--- config.mk ---
export PLATFORM = sky130hd
export DESIGN_NAME = bus_access_sched
export DESIGN_NICKNAME = d
export VERILOG_FILES = /design/src/rtl/controller_pkg.sv /design/src/rtl/bus_cond_detector.sv /design/src/rtl/bus_access_sched.sv
export SDC_FILE = /design/constraint.sdc
export NUM_CORES = 1
export LEC_CHECK = 0
export CORE_ASPECT_RATIO = 0.75
export CORE_MARGIN = 3
export CORE_UTILIZATION = 25
export CTS_CLUSTER_SIZE = 40
export DETAILED_ROUTE_END_ITERATION = 6
export HOLD_SLACK_MARGIN = 0.03
export PLACE_DENSITY = 0.5
export SETUP_SLACK_MARGIN = 0.4
export SYNTH_ARGS = -nofsm -noshare
export SYNTH_HDL_FRONTEND = slang
export SYNTH_HIERARCHICAL = 1
export SYNTH_SLANG_ARGS = --single-unit
--- constraint.sdc ---
create_clock -name clk_i -period 1.64 [get_ports clk_i]
set_input_delay 0.164 -clock clk_i [delete_from_list [all_inputs] [get_ports clk_i]]
set_output_delay 0.164 -clock clk_i [all_outputs]
set_load 0.05 [all_outputs]
--- src/rtl/controller_pkg.sv ---
// Shared controller types: bus scheduler state encoding and requester port indices.
package controller_pkg;

  typedef enum logic [1:0] {WAIT, GRANT, BUSY} bus_sched_state_e;

  localparam int BUS_REQ_CTRL = 0;
  localparam int BUS_REQ_HJ   = 1;

endpackage

--- src/rtl/bus_cond_detector.sv ---
// START/STOP detector on synchronized SCL/SDA: one sample register plus one history register per line.
module bus_cond_detector (
  input  logic clk_i,
  input  logic rst_ni,
  input  logic scl_i,
  input  logic sda_i,
  output logic start_o,
  output logic stop_o
);

  logic scl_q, sda_q, scl_p_q, sda_p_q;
  logic scl_hi;

  // Idle bus reads high; resetting to 1 avoids a phantom edge after reset.
  always_ff @(posedge clk_i or negedge rst_ni) begin
    if (!rst_ni) begin
      scl_q   <= 1'b1;
      sda_q   <= 1'b1;
      scl_p_q <= 1'b1;
      sda_p_q <= 1'b1;
    end else begin
      scl_q   <= scl_i;
      sda_q   <= sda_i;
      scl_p_q <= scl_q;
      sda_p_q <= sda_q;
    end
  end

  assign scl_hi  = scl_q & scl_p_q;
  assign start_o = scl_hi &  sda_p_q & ~sda_q;
  assign stop_o  = scl_hi & ~sda_p_q &  sda_q;

endmodule

--- src/rtl/bus_access_sched.sv ---
// Bus access scheduler: START/STOP tracking, timer sequencing and two-port grant FSM.
// Optional: BUS_SCHED_ROUND_ROBIN_EN selects round-robin instead of fixed priority.
module bus_access_sched
  import controller_pkg::*;
(
  input  logic       clk_i,
  input  logic       rst_ni,
  input  logic       scl_i,
  input  logic       sda_i,
  input  logic       bus_free_i,
  input  logic       bus_available_i,
  input  logic       bus_idle_i,
  output logic       timer_restart_o,
  output logic       timer_enable_o,
  input  logic [1:0] req_i,
  output logic [1:0] gnt_o,
  output logic       start_det_o,
  output logic       stop_det_o
);

  bus_sched_state_e state_q, state_d;
  logic       quiet_q, quiet_d;
  logic [1:0] gnt_q, gnt_d;
  logic       owner_q, owner_d;
  logic       start_det_q, stop_det_q, restart_q, enable_q;
  logic       start, stop, rel_to_wait, pick;
  logic [1:0] elig;

  bus_cond_detector u_det (
    .clk_i  (clk_i),
    .rst_ni (rst_ni),
    .scl_i  (scl_i),
    .sda_i  (sda_i),
    .start_o(start),
    .stop_o (stop)
  );

  // bus_free_i is carried for the parent's timer wiring; only available/idle gate grants.
  assign elig[BUS_REQ_CTRL] = req_i[BUS_REQ_CTRL] & bus_available_i & (bus_free_i | 1'b1);
  assign elig[BUS_REQ_HJ]   = req_i[BUS_REQ_HJ]   & bus_idle_i;

`ifdef BUS_SCHED_ROUND_ROBIN_EN
  logic last_q, last_d;
  assign pick = (&elig) ? ~last_q : elig[BUS_REQ_HJ];

  always_ff @(posedge clk_i or negedge rst_ni) begin
    if (!rst_ni) last_q <= 1'b1;
    else         last_q <= last_d;
  end
`else
  assign pick = ~elig[BUS_REQ_CTRL];
`endif

  always_comb begin
    state_d     = state_q;
    quiet_d     = quiet_q;
    gnt_d       = gnt_q;
    owner_d     = owner_q;
    rel_to_wait = 1'b0;
`ifdef BUS_SCHED_ROUND_ROBIN_EN
    last_d      = last_q;
`endif
    case (state_q)
      WAIT: begin
        if (start) begin
          state_d = BUSY;
        end else if (|elig) begin
          state_d     = GRANT;
          gnt_d       = 2'b00;
          gnt_d[pick] = 1'b1;
          owner_d     = pick;
          quiet_d     = 1'b1;
`ifdef BUS_SCHED_ROUND_ROBIN_EN
          last_d      = pick;
`endif
        end
      end
      GRANT: begin
        if (start)     quiet_d = 1'b0;
        else if (stop) quiet_d = 1'b1;
        // Owner release: a START without its STOP leaves the bus to foreign traffic.
        if (!req_i[owner_q]) begin
          gnt_d       = 2'b00;
          state_d     = quiet_d ? WAIT : BUSY;
          rel_to_wait = quiet_d;
        end
      end
      BUSY: begin
        if (stop) state_d = WAIT;
      end
      default: state_d = WAIT;
    endcase
  end

  always_ff @(posedge clk_i or negedge rst_ni) begin
    if (!rst_ni) begin
      state_q     <= WAIT;
      quiet_q     <= 1'b1;
      gnt_q       <= 2'b00;
      owner_q     <= 1'b0;
      start_det_q <= 1'b0;
      stop_det_q  <= 1'b0;
      restart_q   <= 1'b1;
      enable_q    <= 1'b0;
    end else begin
      state_q     <= state_d;
      quiet_q     <= quiet_d;
      gnt_q       <= gnt_d;
      owner_q     <= owner_d;
      start_det_q <= start;
      stop_det_q  <= stop;
      restart_q   <= start | stop | rel_to_wait;
      enable_q    <= (state_d == WAIT);
    end
  end

  assign gnt_o           = gnt_q;
  assign start_det_o     = start_det_q;
  assign stop_det_o      = stop_det_q;
  assign timer_restart_o = restart_q;
  assign timer_enable_o  = enable_q;

endmodule
==> results.json <==
{
  "overflow": 0,
  "vdd_drop_max_uv": 712.5,
  "fin_crit_ns": 1.631,
  "grt_busiest_layer": "met2",
  "cp_max_fo": 4,
  "cts_max_path_buffers": 2,
  "mostFrequentLayoutCell": "buf_4",
  "cp.arrival_ns": 1.80,
  "ys_seq_area_frac": 0.6313,
  "placed_area_um2": 739.5,
  "drtIter0Drc": 4,
  "holdCritPathClass": "in2async",
  "relSlewSlack": 0.6368,
  "nNetsFinal": 77,
  "viasPerCell": 4.615,
  "synthesis.area_um2": 566.8,
  "p_per_area_nw_per_um2": 1634,
  "tns_ns": 0,
  "cts_tree": "built",
  "grt_pass1_wl_um": 1904,
  "place_congestion": 0.7231,
  "combPwrFrac": 0.454,
  "pre_cts_ws_ns": 0.01508,
  "finalInstanceArea_um2": 818.3,
  "clk_latency_ns": 0.27,
  "use_met2": 0.1429,
  "num_vias": 420,
  "routed_wl_um": 1119,
  "dpl.hpwl_um": 849.4,
  "finalCritPeriodShare": 0.9946,
  "dr.pass1.iters": 3,
  "drv_slew": 0,
  "core-area_um2": 2085,
  "cts_inserted_buffers": 3,
  "critical-path-slowest-cell": "dfstp_2",
  "tightest_slew_ns": 0.5447,
  "cts-root-buf": "clkbuf_4",
  "drv_cap": 0,
  "crit_required_ns": 1.81,
  "path_cells": "and4b_1, or3_4, or2_4, a31o_1",
  "antenna_found_initial": 0,
  "clock_skew_ns": 0.0009638,
  "p_total_mw": 1.337,
  "cts.sinks": 14,
  "max_stage_delay_ns": 0.53,
  "avgSynthCellArea_um2": 12.88,
  "sequentialPowerShare": 0.398,
  "netlist_instances": 44,
  "cts-htree-levels": 1,
  "initial_core_util": 0.2719,
  "syn_nets": 53,
  "p_sw_mw": 0.5121,
  "row_count": 14,
  "chipWidth_um": 60.98,
  "synth_warnings": 6,
  "ioPinCount": 15,
  "pwr-share-clk": 0.147,
  "drc": 0,
  "switching_share": 0.3830,
  "placed_cells": 84,
  "crit_path_start_kind": "register",
  "portBuffers": 13,
  "timing.hold.ws_ns": 0.1482,
  "final_cell_mix": "10 x buf_4, 8 x dfrtp_1, 7 x clkdlybuf4s50_1, 6 x dfstp_2",
  "use_met3": 0.05220,
  "grt_max_degree": 9,
  "hold_viol_final": 0,
  "layout.cells.non_filler": 91,
  "max_freq_mhz": 613.1,
  "critPathKind": "reg2reg",
  "finalWorstSetupSlack_ns": 0.008871,
  "status": "finished, final reports clean",
  "cp-end-kind": "register",
  "synth_seq_cells": 14,
  "utilization": 0.3926,
  "grt_pass1_vias": 436,
  "layout-drive-gt1-share": 0.4478,
  "met1_usage": 0.1206,
  "rsz0062_at_grt": "true",
  "setup_violations": 0,
  "die_area_um2": 2880,
  "antenna_left": 0,
  "internal-power_mw": 0.8251,
  "diodes": 0,
  "area_growth_pct": 44.37,
  "die_h_um": 47.24,
  "synth_cell_types": 21,
  "wl_per_cell_um": 12.30,
  "grt.total_usage": 0.09552,
  "cts.clk_slew.worst_paths_ns": 0.08,
  "p_leak_nw": 0.3737
}
cell usage after synthesis (all sizes together):
| master | n | area share |
|---|---|---|
| a211o | 1 | 0.015 |
| a211oi | 1 | 0.013 |
| a21o | 3 | 0.042 |
| a21oi | 1 | 0.0088 |
| a22oi | 2 | 0.026 |
| a31o | 2 | 0.031 |
| and2b | 1 | 0.015 |
| and4b | 2 | 0.035 |
| dfrtp | 8 | 0.35 |
| dfstp | 6 | 0.28 |
| inv | 2 | 0.013 |
| mux2 | 1 | 0.020 |
| nand2 | 1 | 0.0066 |
| nand2b | 3 | 0.033 |
| nor2 | 4 | 0.026 |
| nor3b | 1 | 0.013 |
| o21ai | 2 | 0.018 |
| o2bb2ai | 1 | 0.015 |
| or2 | 1 | 0.015 |
| or3 | 1 | 0.020 |
repair_timing:
action | 4_1_cts | 5_1_grt
setup buffers | 2 | 1
hold buffers | 0 | 0
pin swaps | 1 | 0
resized for setup | 10 | 1
endpoints found under the hold margin | 0 | 0
endpoints found under the setup margin | 9 | 8
final timing paths:
kind	start	end	slack (ns)	cells after the start
worst min register to register	u_det/scl_q$_DFF_PN1_	u_det/scl_p_q$_DFF_PN1_	0.38	0
max in group asynchronous	rst_ni	timer_restart_o$_DFF_PN1_	0.99	2
worst min-delay path	rst_ni	state_q[1]$_DFF_PN0_	0.15	1
min in group clk_i	scl_i	u_det/scl_q$_DFF_PN1_	0.29	1
worst max-delay path	u_det/sda_q$_DFF_PN1_	gnt_o[1]$_DFFE_PN0P_	0.009	4
worst max register to register	u_det/sda_q$_DFF_PN1_	gnt_o[1]$_DFFE_PN0P_	0.009	4
final cells by class:
cell class                 count  area, um2
inverter                       2      7.507
fill                         214       1266
sequential                    14      357.8
timing repair buffer          19      167.7
tap                           24      30.03
clock buffer                   4      26.28
multi-input combinational     28      229.0
state kept, by name (all words and copies together) (netlist names):
signal and flops:
gnt_o 2, owner_q 1, quiet_q 1, start_det_o 1, state_q 2, stop_det_o 1, timer_enable_o 1, timer_restart_o 1
u_det/scl_p_q 1, u_det/scl_q 1, u_det/sda_p_q 1, u_det/sda_q 1
worst max-delay path, delay by kind of cell (launching register included):
kind / cells / cell delay, ns
AND/OR/NAND/NOR: 3 / 0.80
flip-flops: 1 / 0.53
AO/OA/AOI/OAI: 1 / 0.20
cells by family after synthesis:
kind of cell,share of synthesized area
simple gates,0.1656
compound gates,0.1700
buf+inv,0.01325
mux,0.01987
flops,0.6313
routing by layer:
metal	vias to the layer above	part of all wire	wire [um]
met3	0	0.094	105
met4	0	0	0
li1	211	-	-
met1	196	0.48	532
met5	-	0	0
met2	13	0.43	481
power by group through the flow:
stage	combinational (mW)	sequential, mW	clock (mW)
3_5_place_dp	0.532	0.535	0
5_1_grt	0.661	0.549	0.221
2_1_floorplan	0.225	0.685	0
4_1_cts	0.607	0.530	0.204
6_report	0.608	0.532	0.197
3_3_place_gp	0.532	0.532	0
(Power assumes the default switching activity.)
